[src/rtl/au_arbiter_if.sv]
`default_nettype none
// ============================================================================
// Module   : au_arbiter_if
// Purpose  : Start/operand/result bundle between the AU arbiter and the shared
//            sign-magnitude Arithmetic Unit. The arbiter is the master (drives
//            start and operands), the AU is the slave (returns done/result and
//            its reciprocal-busy indication).
// Revision : 1.0  initial release
// ============================================================================
interface au_arbiter_if #(
  parameter int W = 24
);
  // Arbiter -> AU
  logic         au_start;
  logic [1:0]   au_op;
  logic [1:0]   au_muly;
  logic [W-1:0] au_r;
  logic [W-1:0] au_s;
  logic [W-1:0] au_imm;
  // AU -> arbiter
  logic         au_done;
  logic [W-1:0] au_result;
  logic         au_busy;

  modport master (
    output au_start, au_op, au_muly, au_r, au_s, au_imm,
    input  au_done, au_result, au_busy
  );

  modport slave (
    input  au_start, au_op, au_muly, au_r, au_s, au_imm,
    output au_done, au_result, au_busy
  );
endinterface : au_arbiter_if
`default_nettype wire

[src/rtl/au_arbiter.sv]
`default_nettype none
// ============================================================================
// Module   : au_arbiter
// Purpose  : Round-robin arbiter/sequencer sharing one AU among NREQ
//            requesters. One operation in flight; operands are latched at
//            grant, the AU result is passed back unmodified to the winner.
// Options  : AU_ARB_TIMEOUT_EN - enables a WAIT-state watchdog of TO_CYC
//            cycles that answers with rsp_data=0, rsp_err=1.
// Revision : 1.0  initial release
// ============================================================================
module au_arbiter #(
  parameter int W      = 24,
  parameter int NREQ   = 4,
  parameter int TO_CYC = 64
) (
  input  logic              clk,
  input  logic              rst_n,
  input  logic [NREQ-1:0]   req,
  input  logic [2*NREQ-1:0] req_op,
  input  logic [2*NREQ-1:0] req_muly,
  input  logic [W*NREQ-1:0] req_r,
  input  logic [W*NREQ-1:0] req_s,
  input  logic [W*NREQ-1:0] req_imm,
  output logic [NREQ-1:0]   gnt,
  output logic [NREQ-1:0]   rsp_valid,
  output logic [W-1:0]      rsp_data,
  output logic              rsp_err,
  output logic              busy,
  au_arbiter_if.master      au
);

  localparam int PW = (NREQ > 1) ? $clog2(NREQ) : 1;

  typedef enum logic [1:0] {
    S_IDLE  = 2'd0,
    S_ISSUE = 2'd1,
    S_WAIT  = 2'd2,
    S_RESP  = 2'd3
  } state_t;

  // Reject configurations the pointer arithmetic was not written for.
  generate
    if (NREQ < 2 || NREQ > 8 || TO_CYC < 1) begin : g_bad_cfg
      $error("au_arbiter: unsupported NREQ or TO_CYC");
    end
  endgenerate

  // Per-requester views of the packed operand buses.
  logic [1:0]   op_a   [NREQ];
  logic [1:0]   muly_a [NREQ];
  logic [W-1:0] r_a    [NREQ];
  logic [W-1:0] s_a    [NREQ];
  logic [W-1:0] imm_a  [NREQ];

  generate
    for (genvar i = 0; i < NREQ; i++) begin : g_unpack
      assign op_a[i]   = req_op[2*i +: 2];
      assign muly_a[i] = req_muly[2*i +: 2];
      assign r_a[i]    = req_r[W*i +: W];
      assign s_a[i]    = req_s[W*i +: W];
      assign imm_a[i]  = req_imm[W*i +: W];
    end
  endgenerate

  // (base + off) mod NREQ for off in 0..NREQ; NREQ need not be a power of 2.
  function automatic logic [PW-1:0] wrap_add(input logic [PW-1:0] base, input int off);
    int sum;
    sum = int'(base) + off;
    if (sum >= NREQ) sum = sum - NREQ;
    return sum[PW-1:0];
  endfunction

  state_t          state_q, state_d;
  logic [PW-1:0]   ptr_q, ptr_d;
  logic [PW-1:0]   win_q, win_d;
  logic [NREQ-1:0] gnt_q, gnt_d;
  logic [NREQ-1:0] rsp_valid_q, rsp_valid_d;
  logic [W-1:0]    rsp_data_q, rsp_data_d;
  logic            au_start_q, au_start_d;
  logic [1:0]      au_op_q, au_op_d;
  logic [1:0]      au_muly_q, au_muly_d;
  logic [W-1:0]    au_r_q, au_r_d;
  logic [W-1:0]    au_s_q, au_s_d;
  logic [W-1:0]    au_imm_q, au_imm_d;

`ifdef AU_ARB_TIMEOUT_EN
  localparam int CW = ($clog2(TO_CYC + 1) > 8) ? $clog2(TO_CYC + 1) : 8;
  logic [CW-1:0]   to_cnt_q, to_cnt_d;
  logic            rsp_err_q, rsp_err_d;
`endif

  logic            pick_found;
  logic [PW-1:0]   pick_idx;

  // Winner search: first requesting index at or above ptr, wrapping.
  always_comb begin
    pick_found = 1'b0;
    pick_idx   = '0;
    for (int k = 0; k < NREQ; k++) begin
      if (!pick_found && req[wrap_add(ptr_q, k)]) begin
        pick_found = 1'b1;
        pick_idx   = wrap_add(ptr_q, k);
      end
    end
  end

  // Next-state and next-output computation for the sequencer.
  always_comb begin
    state_d     = state_q;
    ptr_d       = ptr_q;
    win_d       = win_q;
    gnt_d       = gnt_q;
    rsp_valid_d = '0;          // response is a single-cycle pulse
    rsp_data_d  = rsp_data_q;  // result holds after the pulse
    au_start_d  = 1'b0;        // start is a single-cycle pulse
    au_op_d     = au_op_q;     // operands stay put until the next grant
    au_muly_d   = au_muly_q;
    au_r_d      = au_r_q;
    au_s_d      = au_s_q;
    au_imm_d    = au_imm_q;
`ifdef AU_ARB_TIMEOUT_EN
    to_cnt_d    = to_cnt_q;
    rsp_err_d   = rsp_err_q;
`endif

    case (state_q)
      S_IDLE: begin
        // An AU still busy (e.g. a DIV left over from before a reset) blocks
        // new issues so the shared unit is never started twice.
        if (pick_found && !au.au_busy) begin
          win_d      = pick_idx;
          gnt_d      = NREQ'(1) << pick_idx;
          au_op_d    = op_a[pick_idx];
          au_muly_d  = muly_a[pick_idx];
          au_r_d     = r_a[pick_idx];
          au_s_d     = s_a[pick_idx];
          au_imm_d   = imm_a[pick_idx];
          au_start_d = 1'b1;
          state_d    = S_ISSUE;
        end
      end

      S_ISSUE: begin
        state_d  = S_WAIT;
`ifdef AU_ARB_TIMEOUT_EN
        to_cnt_d = '0;
`endif
      end

      S_WAIT: begin
        if (au.au_done) begin
          rsp_data_d  = au.au_result;
          rsp_valid_d = gnt_q;
`ifdef AU_ARB_TIMEOUT_EN
          rsp_err_d   = 1'b0;
`endif
          state_d     = S_RESP;
        end
`ifdef AU_ARB_TIMEOUT_EN
        else if (to_cnt_q == CW'(TO_CYC - 1)) begin
          // TO_CYC WAIT cycles without done: answer with an error result.
          rsp_data_d  = '0;
          rsp_valid_d = gnt_q;
          rsp_err_d   = 1'b1;
          state_d     = S_RESP;
        end else begin
          to_cnt_d    = to_cnt_q + 1'b1;
        end
`endif
      end

      S_RESP: begin
        gnt_d   = '0;
        ptr_d   = wrap_add(win_q, 1);
        state_d = S_IDLE;
      end

      default: begin
        state_d = S_IDLE;
      end
    endcase
  end

  // State and registered outputs; reset drops any operation in flight.
  always_ff @(posedge clk or negedge rst_n) begin
    if (!rst_n) begin
      state_q     <= S_IDLE;
      ptr_q       <= '0;
      win_q       <= '0;
      gnt_q       <= '0;
      rsp_valid_q <= '0;
      rsp_data_q  <= '0;
      au_start_q  <= 1'b0;
      au_op_q     <= '0;
      au_muly_q   <= '0;
      au_r_q      <= '0;
      au_s_q      <= '0;
      au_imm_q    <= '0;
`ifdef AU_ARB_TIMEOUT_EN
      to_cnt_q    <= '0;
      rsp_err_q   <= 1'b0;
`endif
    end else begin
      state_q     <= state_d;
      ptr_q       <= ptr_d;
      win_q       <= win_d;
      gnt_q       <= gnt_d;
      rsp_valid_q <= rsp_valid_d;
      rsp_data_q  <= rsp_data_d;
      au_start_q  <= au_start_d;
      au_op_q     <= au_op_d;
      au_muly_q   <= au_muly_d;
      au_r_q      <= au_r_d;
      au_s_q      <= au_s_d;
      au_imm_q    <= au_imm_d;
`ifdef AU_ARB_TIMEOUT_EN
      to_cnt_q    <= to_cnt_d;
      rsp_err_q   <= rsp_err_d;
`endif
    end
  end

  assign gnt         = gnt_q;
  assign rsp_valid   = rsp_valid_q;
  assign rsp_data    = rsp_data_q;
  assign busy        = (state_q != S_IDLE);
`ifdef AU_ARB_TIMEOUT_EN
  assign rsp_err     = rsp_err_q;
`else
  assign rsp_err     = 1'b0;
`endif

  assign au.au_start = au_start_q;
  assign au.au_op    = au_op_q;
  assign au.au_muly  = au_muly_q;
  assign au.au_r     = au_r_q;
  assign au.au_s     = au_s_q;
  assign au.au_imm   = au_imm_q;

endmodule : au_arbiter
`default_nettype wire
[src/flat_wrapper.sv]
// flat-port wrapper written by rule: the top's interface ports become plain ports
module au_arbiter_flat 
#(
  parameter int W      = 24,
  parameter int NREQ   = 4,
  parameter int TO_CYC = 64
)
  (clk, rst_n, req, req_op, req_muly, req_r, req_s, req_imm, gnt, rsp_valid, rsp_data, rsp_err, busy, au_au_start, au_au_op, au_au_muly, au_au_r, au_au_s, au_au_imm, au_au_done, au_au_result, au_au_busy);
  au_arbiter_if #(.W(W)) au_i ();
  input  logic clk;
  input  logic rst_n;
  input  logic [NREQ-1:0] req;
  input  logic [2*NREQ-1:0] req_op;
  input  logic [2*NREQ-1:0] req_muly;
  input  logic [W*NREQ-1:0] req_r;
  input  logic [W*NREQ-1:0] req_s;
  input  logic [W*NREQ-1:0] req_imm;
  output logic [NREQ-1:0] gnt;
  output logic [NREQ-1:0] rsp_valid;
  output logic [W-1:0] rsp_data;
  output logic rsp_err;
  output logic busy;
  output wire logic [$bits(au_i.au_start)-1:0] au_au_start;
  output wire logic [$bits(au_i.au_op)-1:0] au_au_op;
  output wire logic [$bits(au_i.au_muly)-1:0] au_au_muly;
  output wire logic [$bits(au_i.au_r)-1:0] au_au_r;
  output wire logic [$bits(au_i.au_s)-1:0] au_au_s;
  output wire logic [$bits(au_i.au_imm)-1:0] au_au_imm;
  input wire logic [$bits(au_i.au_done)-1:0] au_au_done;
  input wire logic [$bits(au_i.au_result)-1:0] au_au_result;
  input wire logic [$bits(au_i.au_busy)-1:0] au_au_busy;
  assign au_au_start = au_i.au_start;
  assign au_au_op = au_i.au_op;
  assign au_au_muly = au_i.au_muly;
  assign au_au_r = au_i.au_r;
  assign au_au_s = au_i.au_s;
  assign au_au_imm = au_i.au_imm;
  assign au_i.au_done = au_au_done;
  assign au_i.au_result = au_au_result;
  assign au_i.au_busy = au_au_busy;
  au_arbiter #(.W(W), .NREQ(NREQ), .TO_CYC(TO_CYC)) u_core (.clk(clk), .rst_n(rst_n), .req(req), .req_op(req_op), .req_muly(req_muly), .req_r(req_r), .req_s(req_s), .req_imm(req_imm), .gnt(gnt), .rsp_valid(rsp_valid), .rsp_data(rsp_data), .rsp_err(rsp_err), .busy(busy), .au(au_i));
endmodule
[config.mk]
export PLATFORM = sky130hd
export DESIGN_NAME = au_arbiter_flat
export DESIGN_NICKNAME = d
export VERILOG_FILES = /design/src/rtl/au_arbiter_if.sv /design/src/rtl/au_arbiter.sv /design/src/flat_wrapper.sv
export SDC_FILE = /design/constraint.sdc
export NUM_CORES = 1
export LEC_CHECK = 0
export BUFFER_PORTS_ARGS = -buffer_cell sky130_fd_sc_hd__buf_2
export CAP_MARGIN = 25
export CORE_AREA = 2 2 174 176
export CTS_CLUSTER_SIZE = 30
export DETAILED_ROUTE_END_ITERATION = 8
export DIE_AREA = 0 0 176 178
export PLACE_DENSITY_LB_ADDON = 0.12
export SLEW_MARGIN = 20
export SYNTH_ARGS = -nofsm -noshare
export SYNTH_HDL_FRONTEND = slang
export SYNTH_SLANG_ARGS = --single-unit
[constraint.sdc]
create_clock -name clk -period 2.4 [get_ports clk]
set_input_delay 0.48 -clock clk [delete_from_list [all_inputs] [get_ports clk]]
set_output_delay 0.48 -clock clk [all_outputs]
set_load 0.01 [all_outputs]
==> results.md, run 1 <==
- Simple-gate share of the synthesized area: 7.65%
- Parity-gate share of the synthesized area counting xor and xnor cells: 0.154%
- Resize count post-CTS: 0
- Maximum achievable frequency: 482 MHz
- Time the final worst path needs with I/O delays and setup: 2.08 ns
- Result of the run: complete, no violations
- Width of the die: 176 µm
- Buffers inserted by post-CTS timing repair: 0
- Crit path cell chain: nor2b_1 -> o31a_2 -> buf_12 -> a222oi_1 -> a21oi_1
- Final count of pins violating max slew: 0
- Final Core Density: 30.4%
- Multiplexer area fraction after synthesis: 5.65%
- Critical Path Stages: 5
- Worst r2r path cells: 5
- CTS Sinks: roughly 120
- Area inside the core boundary: 0.0294 mm²
- Antenna violations before repair: 1
- Number of buffers on the longest clock path: 2
- Placer Congestion: 0.750
- Antenna viol nets, final: 0
- Warnings, synthesis: 0
- Remaining global-route overflow: 0
- Critical path peak fanout: 76
- Clock network fraction of design power: 24.2%
- DP Wirelength: 18600 µm
- Post-synth top flop: dfrtp_1
- Slew headroom: approximately 58%
- Number of hold-slack violations in the final timing report: 0
- Register bit total from synthesis: 115
- # port buffers: approximately 450
- Post-route cell area: between 0.008 and 0.009 mm²
- Synth Net Count: ~900
- Synthesized-area fraction occupied by adder cells: 0.880%
- Number of flops mapped to enable cells by yosys: 0
- Number of maximum-capacitance constraint violations: 0
- Dominant combinational cell family by area after synthesis: compound AO/OA/AOI/OAI gates
- CP max-delay cell: dfrtp_1
- CP Launch Type: flip-flop
- Number of hold buffers added after cts: 0
- Area growth from synthesis to layout: 57.2%
- Fraction of the cycle the final worst path needs: roughly 86%
- Count of routing violations after the opening detailed-route iteration: 545
- Highest-count cells in the layout ignoring fill and taps: 444 x buf_2, 157 x a21oi_1, 115 x dfrtp_1
- Net Sw Frac: about two fifths
- Synth Cell Area: ~0.0057 mm²
- Launch point of the worst path: u_core.ptr_q[1]$_DFFE_PN0P_
- Fraction of layout cells with a size suffix above 1: 52.6%
- Reported net switching power: about 4.4 mW
- Register share of total power: 31.3%
- TritonCTS clock tree: done
- Aggregate routed wire length: between 20000 and 30000 µm
- Maximum number of pins on one net before global-route repair: 77
- Yosys cell types: 36
- Async S/R FF share, synth: between 90% and 100%
- Count of endpoints failing setup in the final report: 0
- CP top delay family: compound AO/OA/AOI/OAI gates
- Compound-Gate Fraction of Synth Area: about 29%
- Unrepaired setup endpoints after global routing: no
- Maximum level of the CTS H-tree: 4
- Post-synthesis cell type with the largest combined area: dfrtp_1
- Via count of the first global-routing pass: 6421
- Cell Count Post-Placement: 1358
- Final Skew: 0.00963 ns
- Worst hold slack: 0.0409 ns
- Endpoint type of the worst setup path: flip-flop
- Count of non-filler cells in the finished layout: ~1400
- Most common cell after layout, fill and taps aside: buf_2
- CP Data Required Time: 2.67 ns
- GRT Util Overall: between 10% and 20%
- Worst reg2reg startpoint: u_core.ptr_q[1]$_DFFE_PN0P_
- First-pass GRT wire length: roughly 38000 µm
- Crit-path max cell delay: 0.50 ns
- # IOs: 447
- Clk pin slew, worst setup/hold paths: 0.07 ns
- Critical setup path kind: reg2reg
- Total iterations of the first detailed-routing run: 8
- DRC errors left: 0
- Number of nets in the layout: 1327
- Overall die area: 0.0313 mm²
- Fill count: approximately 3200
- P_leak: 4.36 nW
- Total negative setup slack: 0 ns
- Number of buffers created by CTS: 17
- Tightest Hold Check Type: in2async
- Source-to-sink clock delay at the later pin of the worst-skew pair: 0.42 ns
- Total power density per cell area: 1220 mW/mm²
- Least-Margin Pin Slew: 0.630 ns
- Number of standard-cell rows in the floorplan: 63
- Comb pwr share: 44.5%
- Routed vias/inst: 4.64
- Via count of the routed design: 6456
- Main area contributors after synthesis: dfrtp_1 51%, a21oi_1 14%, a222oi_1 13%
- Critical Path AT: 2.35 ns
- Average footprint of a synthesized cell: 10.1 µm²
- Number of buffers and inverters on the critical path: 1
- Share of the synthesized area in the top cell type: 50.6%
- Initial Util: between 15 and 20%
- Proportion of synthesized chip area in sequential cells: between 50% and 60%
- Number of standard cells after synthesis: between 500 and 600
- Final routed wire length divided by cell count: ~19 µm
- Root Buffer: clkbuf_16
- Floorplan die height: 178 µm
- Int Pwr: 6.54 mW
- Peak supply drop: 0.424 mV
- Placement-stage cell area: between 0.008 and 0.009 mm²
-- area by class of cell --
cell class | instances | area (µm²) | share of cell area, %
Sequential cell | 115 | 2880 | 32.2
Multi-Input combinational cell | 385 | 2510 | 28.1
Timing Repair Buffer | 461 | 2440 | 27.3
Tap cell | 390 | 488 | 5.46
Clock buffer | 17 | 425 | 4.76
Clock inverter | 15 | 171 | 1.92
Inverter | 7 | 27.5 | 0.308
Antenna cell | 1 | 2.50 | 0.0280
-- synth_stat cells (2+ instances only) --
cell and n:
mux2_2 24, buf_1 7, o21ai_0 4, ha_1 4, buf_6 7, o2bb2ai_1 4
a211oi_1 2, and3_1 5, nand2_1 9, mux2i_1 4, clkbuf_1 30, a21oi_1 157
inv_1 6, buf_4 2, buf_2 11, a222oi_1 76, dfrtp_1 115, nor2_1 79
-- power groups by stage --
stage               Clock [mW]  Sequential (mW)  Combinational (mW)
finish                    2.65             3.42                4.86
global route              2.83             3.56                5.41
CTS                       2.74             3.44                4.99
detailed placement           0             3.45                4.98
global placement             0             3.47                4.96
floorplan                    0             3.81                2.42
-- worst paths after layout --
kind | to | slack, ns
max in group asynchronous | u_core.au.au_s[11]$_DFFE_PN0P_ | 1.97
min in group clk | u_core.rsp_data[7]$_DFFE_PN0P_ | 0.29
min reg2reg | u_core.ptr_q[0]$_DFFE_PN0P_ | 0.49
max reg2reg | u_core.au.au_s[22]$_DFFE_PN0P_ | 0.32
max | u_core.au.au_s[22]$_DFFE_PN0P_ | 0.32
min | u_core.rsp_data[0]$_DFFE_PN0P_ | 0.04
-- worst reg2reg max path, stage by stage (launching register included) --
cell and delay (ns):
dfrtp_1 0.50, nor2b_1 0.20, o31a_2 0.39, buf_12 0.21, a222oi_1 0.51, a21oi_1 0.13
-- layer usage --
layer	wire length, µm	share of wire [%]	up-vias	GRT usage [%]
met4	257	0.99	0	4.06
met2	13000	50	329	27.8
met3	2350	9.1	15	5.24
met1	10300	40	3080	18.5
met5	0	0	-	0
li1	-	-	3032	-
-- per-stage QoR --
| step | worst slack, ns | power (mW) |
|---|---|---|
| global placement | 0.252 | 8.42 |
| global route | 0.158 | 11.8 |
| floorplan | 0.584 | 6.23 |
| detailed placement | 0.208 | 8.43 |
| CTS | 0.261 | 11.2 |
| finish | 0.324 | 10.9 |
-- logic make-up (layout without fill, tap and decap cells) --
kind of cell / count (synthesis) / count (layout)
other cells: 1 / 2
fa+ha+maj: 4 / 4
flops: 115 / 115
buf+inv: 64 / 500
xor+xnor: 1 / 1
simple gates: 100 / 100
mux: 29 / 29
compound gates: 250 / 250
-- sequential cells by signal, summed over array words and instances, names as in the netlist --
name	count
u_core.au.au_imm	24
u_core.au.au_muly	2
u_core.au.au_op	2
u_core.au.au_r	24
u_core.au.au_s	24
u_core.au.au_start	1
u_core.gnt	4
u_core.ptr_q	2
u_core.rsp_data	24
u_core.rsp_valid	4
u_core.state_q	2
u_core.win_q	2
No activity file was read; power rests on OpenSTA's default activity.
==> run 2: changes to the inputs <==
- GPL_TIMING_DRIVEN: unset -> 0
==> run 2 against run 1 <==
Setup slack worse by 0.16 ns. Total power is 1.7% higher. Sequential power is 1% lower. Wire length rose by 8.7%. Clock power rose by 2%. Die area is the same. Utilization increased by 0.51 points. Critical path type unchanged.
==> results.md, run 2 (synthesis gave the netlist of run 1 again) <==
- GRT Util Overall: 17.2% (+1.4 points)
- Count of endpoints failing setup in the final report: 0 (unchanged)
- DRC errors left: 0 (unchanged)
- Tightest Hold Check Type: in2reg
- Highest-count cells in the layout ignoring fill and taps: 456 x buf_2, 157 x a21oi_1, 115 x dfrtp_1
- TritonCTS clock tree: done
- Peak supply drop: 0.443 mV (+4.6%)
- Via count of the routed design: 6665 (+3.2%)
- Fraction of layout cells with a size suffix above 1: 51.9% (-0.73 points)
- Reported net switching power: 4.52 mW (+3.1%)
- CP Data Required Time: 2.67 ns (about the same)
- Floorplan die height: 178 µm (unchanged)
- Clock network fraction of design power: 24.4% (+0.2 points)
- Comb pwr share: 45.2% (+0.7 points)
- Post-route cell area: 0.00909 mm² (+1.7%)
- Cell Count Post-Placement: 1400 (+3.1%)
- Critical Path AT: 2.51 ns (+0.16 ns)
- Root Buffer: clkbuf_16
- Source-to-sink clock delay at the later pin of the worst-skew pair: 0.42 ns (about the same)
- First-pass GRT wire length: 40200 µm (+6.9%)
- Count of non-filler cells in the finished layout: 1438 (+3.4%)
- P_leak: 4.47 nW (+2.5%)
- CP max-delay cell: a222oi_1
- Area growth from synthesis to layout: 59.9%
- # port buffers: 445 (unchanged)
- Fill count: 3215 (+0.31%)
- Least-Margin Pin Slew: 0.633 ns (+0.00288 ns)
- Critical setup path kind: reg2reg
- Routed vias/inst: 4.63 (-0.14%)
- Number of buffers on the longest clock path: 2 (unchanged)
- Fraction of the cycle the final worst path needs: 93.3% (+6.8 points)
- Buffers inserted by post-CTS timing repair: 0 (unchanged)
- Initial Util: 19.3% (unchanged)
- Antenna viol nets, final: 0 (unchanged)
- CTS Sinks: 115 (unchanged)
- # IOs: 447 (unchanged)
- CP Launch Type: flip-flop
- Number of hold-slack violations in the final timing report: 0 (unchanged)
- Number of maximum-capacitance constraint violations: 0 (unchanged)
- Remaining global-route overflow: 0 (unchanged)
- Register share of total power: 30.4% (-0.9 points)
- Final routed wire length divided by cell count: 19.5 µm (+5.2%)
- Final Core Density: 30.9% (+0.51 points)
- Result of the run: complete, no violations
- Unrepaired setup endpoints after global routing: no
- Met1 global-route usage: 19.9% (+1.3 points)
- Number of standard-cell rows in the floorplan: 63 (unchanged)
- DP Wirelength: 22000 µm (+18%)
- Antenna violations before repair: 7 (+6)
- Maximum number of pins on one net before global-route repair: 68 (-12%)
- Total power density per cell area: 1220 mW/mm² (about the same)
- Crit-path max cell delay: 0.50 ns (about the same)
- Sequential cell area: 0.00288 mm² (unchanged)
- Met3 demand-to-capacity share in global routing: 6.07% (+0.83 points)
- Fraction of met2 tracks used by global routing: 30.6% (+2.8 points)
- Most common cell after layout, fill and taps aside: buf_2
- Total iterations of the first detailed-routing run: 6 (-2)
- Number of nets in the layout: 1370 (+3.2%)
- Overall die area: 0.0313 mm² (unchanged)
- Crit path cell chain: buf_2 -> a21oi_1 -> o211a_1 -> buf_2 -> clkbuf_2 -> a222oi_1 -> a21oi_1
- Maximum level of the CTS H-tree: 4 (unchanged)
- Endpoint type of the worst setup path: flip-flop
- Final count of pins violating max slew: 0 (unchanged)
- Time the final worst path needs with I/O delays and setup: 2.24 ns (+0.164 ns)
- Combined area of the multi-input logic cells: 0.00250 mm² (-0.60%)
- Reg2reg setup slack: 0.16 ns (-0.16 ns)
- Net Sw Frac: 40.7% (+0.55 points)
- Clk pin slew, worst setup/hold paths: 0.07 ns (about the same)
- Busiest layer in global routing: met2
- Count of routing violations after the opening detailed-route iteration: 697 (+28%)
- Aggregate routed wire length: 28100 µm (+8.7%)
- Slew headroom: 57.8% (-0.19 points)
- Final Skew: 0.0127 ns (+0.00311 ns)
- Number of buffers created by CTS: 17 (unchanged)
- Maximum achievable frequency: 446 MHz (-7.3%)
- Int Pwr: 6.59 mW (+0.78%)
- Setup WS pre-CTS: -0.331 ns (-0.539 ns)
- Area inside the core boundary: 0.0294 mm² (unchanged)
- Critical path peak fanout: 10 (-87%)
- Final worst setup slack: 0.160 ns (-0.164 ns)
- Width of the die: 176 µm (unchanged)
- Placement-stage cell area: 0.00844 mm² (+1.2%)
- Placer Congestion: 0.785 (+4.7%)
- Via count of the first global-routing pass: 6670 (+3.9%)
run 2: timing repair:
action,in CTS,in global routing
endpoints found under the setup margin,20,64
hold buffers,1,0
endpoints found under the hold margin,30,0
resized for setup,3,19
pin swaps,0,1
run 2: area by class of cell:
type	count	share of cell area, %
sequential	115	31.6
multi-input combinational	385	27.5
timing repair buffer	447	25.0
tap	390	5.37
clock buffer	17	4.68
buffer	57	3.36
clock inverter	15	2.05
inverter	7	0.289
antenna	5	0.138
run 2: final timing paths:
check,start,end,depth (start not counted)
max,u_core.ptr_q[1]$_DFFE_PN0P_,u_core.au.au_s[14]$_DFFE_PN0P_,7
min,au_au_result[22],u_core.rsp_data[22]$_DFFE_PN0P_,2
max reg2reg,u_core.ptr_q[1]$_DFFE_PN0P_,u_core.au.au_s[14]$_DFFE_PN0P_,7
min reg2reg,u_core.win_q[0]$_DFFE_PN0P_,u_core.ptr_q[0]$_DFFE_PN0P_,1
max in group asynchronous,rst_n,u_core.au.au_s[14]$_DFFE_PN0P_,3
min in group asynchronous,rst_n,u_core.rsp_data[21]$_DFFE_PN0P_,2
run 2: critical path: cells and delay by family, from the launching register on:
family / cells / cell delay [ns]
DFF: 1 / 0.34
AOI/OAI and AO/OA: 4 / 1.05
buffers and inverters: 3 / 0.72
run 2: layer usage:
| metal | up-vias | part of all wire (%) |
|---|---|---|
| li1 | 3126 | - |
| met1 | 3196 | 39 |
| met2 | 327 | 50 |
| met3 | 14 | 9.8 |
| met4 | 2 | 0.80 |
| met5 | - | 0.046 |
run 2: power groups by stage:
stage,registers (mW),logic (mW),clock network [mW]
3_5_place_dp,3.41,5.12,0
6_report,3.38,5.02,2.71
3_3_place_gp,3.40,5.13,0
4_1_cts,3.39,5.12,2.80
5_1_grt,3.50,5.59,2.89
2_1_floorplan,3.81,2.42,0
run 2: stage by stage:
| step | hold WS, ns | setup TNS (ns) | power, mW |
|---|---|---|---|
| 2_1_floorplan | 0.184 | 0 | 6.23 |
| 3_3_place_gp | 0.483 | -109.44 | 8.53 |
| 3_5_place_dp | 0.418 | -6.31 | 8.53 |
| 4_1_cts | 0.268 | 0 | 11.3 |
| 5_1_grt | 0.270 | 0 | 12.0 |
| 6_report | 0.288 | 0 | 11.1 |
==> run 3: changes to the inputs <==
- clock period: 2.4 -> 2.3 ns (I/O delays scaled with it)
==> run 3 against run 2 <==
Total power rose by 4.4%. Via count increased by 0.21%. Worst hold slack got worse by 0.021 ns. Critical path type unchanged. Critical endpoint is now u_core.au.au_s[20]$_DFFE_PN0P_.
==> results.md, run 3 (synthesis gave the netlist of run 1 again) <==
- DP Wirelength: 22000 µm (unchanged)
- Source-to-sink clock delay at the later pin of the worst-skew pair: 0.41 ns (about the same)
- Tightest Hold Check Type: in2reg
- Unrepaired setup endpoints after global routing: no
- GRT Util Overall: 17.2% (about the same)
- Via count of the first global-routing pass: 6668 (-0.030%)
- Clock network fraction of design power: 24.4% (about the same)
- Result of the run: complete, no violations
- Aggregate routed wire length: 28100 µm (about the same)
- Total iterations of the first detailed-routing run: 6 (unchanged)
- Number of maximum-capacitance constraint violations: 0 (unchanged)
- # IOs: 447 (unchanged)
- Antenna viol nets, final: 0 (unchanged)
- Reported net switching power: 4.72 mW (+4.4%)
- Most prevalent standard cell on the critical path: a21oi_1
- Count of endpoints failing setup in the final report: 0 (unchanged)
- Crit-path max cell delay: 0.45 ns (-0.05 ns)
- Area inside the core boundary: 0.0294 mm² (unchanged)
- Final routed wire length divided by cell count: 19.5 µm (about the same)
- Least-Margin Pin Slew: 0.625 ns (-0.00841 ns)
- Fraction of the cycle the final worst path needs: 93.9% (+0.58 points)
- Critical path peak fanout: 10 (unchanged)
- Total power density per cell area: 1280 mW/mm² (+4.4%)
- Comb pwr share: 45.2% (about the same)
- Fraction of layout cells with a size suffix above 1: 52.0% (+0.096 points)
- Int Pwr: 6.88 mW (+4.4%)
- Number of nets in the layout: 1370 (unchanged)
- Area growth from synthesis to layout: 60.0% (about the same)
- Root Buffer: clkbuf_16
- Final Skew: 0.0133 ns (+0.000604 ns)
- Number of buffers created by CTS: 17 (unchanged)
- Via count of the routed design: 6679 (+0.21%)
- Endpoint type of the worst setup path: flip-flop
- Crit path cell chain: buf_2 -> a21oi_1 -> o211a_2 -> clkbuf_4 -> clkbuf_2 -> a222oi_1 -> a21oi_1
- Number of hold-slack violations in the final timing report: 0 (unchanged)
- Width of the die: 176 µm (unchanged)
- First-pass GRT wire length: 40200 µm (about the same)
- Buffers inserted by post-CTS timing repair: 0 (unchanged)
- Most common cell after layout, fill and taps aside: buf_2
- Slew headroom: 58.4% (+0.56 points)
- Remaining global-route overflow: 0 (unchanged)
- Antenna violations before repair: 7 (unchanged)
- Net Sw Frac: 40.7% (about the same)
- Time the final worst path needs with I/O delays and setup: 2.16 ns (-0.0799 ns)
- Total negative setup slack: 0 ns (unchanged)
- Final count of pins violating max slew: 0 (unchanged)
- Maximum number of pins on one net before global-route repair: 68 (unchanged)
- Routed vias/inst: 4.64 (+0.21%)
- CP max-delay cell: a222oi_1
- P_leak: 4.47 nW (-0.15%)
- CP Launch Type: flip-flop
- # port buffers: 445 (unchanged)
- Peak supply drop: 0.463 mV (+4.6%)
- Number of buffers on the longest clock path: 2 (unchanged)
- CTS Sinks: 115 (unchanged)
- Register share of total power: 30.4% (about the same)
- Maximum level of the CTS H-tree: 4 (unchanged)
- Placer Congestion: 0.785 (unchanged)
- Initial Util: 19.3% (unchanged)
- Clk pin slew, worst setup/hold paths: 0.07 ns (about the same)
- CP Data Required Time: 2.58 ns (-0.09 ns)
- Maximum achievable frequency: 463 MHz (+3.7%)
- TritonCTS clock tree: done
- Floorplan die height: 178 µm (unchanged)
- Highest-count cells in the layout ignoring fill and taps: 455 x buf_2, 157 x a21oi_1, 115 x dfrtp_1
- Design Power: 11.6 mW (+4.4%)
- Overall die area: 0.0313 mm² (unchanged)
- Critical Path AT: 2.44 ns (-0.07 ns)
- Critical setup path kind: reg2reg
- DRC errors left: 0 (unchanged)
- Number of standard-cell rows in the floorplan: 63 (unchanged)
- Count of routing violations after the opening detailed-route iteration: 709 (+1.7%)
==> run 3: changes by cell type in the layout (fill, tap and decap cells not counted) <==
cell and change:
buf_2 -1, clkbuf_2 -1, o211a_2 +1, o211a_1 -1, clkbuf_4 +2
==> run 3: cell type report <==
type / count / area [µm²]
Antenna cell: 5 / 12.5
Fill cell: 3215 / 20300
Tap cell: 390 / 488
Sequential cell: 115 / 2880
Timing Repair Buffer: 447 / 2270
Clock buffer: 17 / 425
Inverter: 7 / 26.3
Buffer: 57 / 310
Clock inverter: 15 / 186
Multi-Input combinational cell: 385 / 2500
==> run 3: metal layers <==
metal,track usage (%),share of wire (%),vias to the layer above
met5,0,0.046,-
met4,3.72,0.80,2
met3,6.07,9.8,14
met2,30.6,50,327
met1,19.9,39,3209
li1,-,-,3127
==> run 3: final timing paths <==
path	startpoint	to	slack [ns]	cells past startpoint
hold / removal	au_au_result[22]	u_core.rsp_data[22]$_DFFE_PN0P_	0.27	2
setup / recovery	u_core.ptr_q[1]$_DFFE_PN0P_	u_core.au.au_s[20]$_DFFE_PN0P_	0.14	7
max in group asynchronous	rst_n	u_core.au.au_s[14]$_DFFE_PN0P_	1.05	3
hold reg to reg	u_core.win_q[0]$_DFFE_PN0P_	u_core.ptr_q[0]$_DFFE_PN0P_	0.49	1
setup reg to reg	u_core.ptr_q[1]$_DFFE_PN0P_	u_core.au.au_s[20]$_DFFE_PN0P_	0.14	7
min in group asynchronous	rst_n	u_core.rsp_data[21]$_DFFE_PN0P_	0.53	2
==> run 3: stage by stage <==
step,hold WS [ns],setup slack [ns],util (%),instances,cell area [µm²]
floorplan,0.164,0.503,-,564,5690
finish,0.268,0.140,31.0,1438,9100
global route,0.250,0.0108,30.9,1435,9090
CTS,0.248,0.00409,30.9,1433,9080
detailed placement,0.398,-0.411,28.7,1400,8440
global placement,0.483,-0.998,28.6,1399,8400
==> run 3: critical path, delay by kind of cell, from the launching register on <==
| kind | cells | cell delay (ns) |
|---|---|---|
| AOI/OAI and AO/OA | 4 | 0.98 |
| buffers and inverters | 3 | 0.72 |
| DFF | 1 | 0.34 |
==> run 3: timing repair <==
item                                    in CTS  in global routing
hold endpoints to repair                    48                  0
pin swaps                                    0                  3
endpoints found under the setup margin      51                 35
resized for setup                           12                  6
hold buffers                                 1                  0
==> run 3: power by group through the flow <==
stage                     clock network, mW  logic (mW)  registers (mW)
after CTS                              2.92        5.36            3.54
after global routing                   3.01        5.84            3.66
after global placement                    0        5.36            3.54
final                                  2.83        5.24            3.53
after floorplan                           0        2.52            3.98
after detailed placement                  0        5.34            3.56
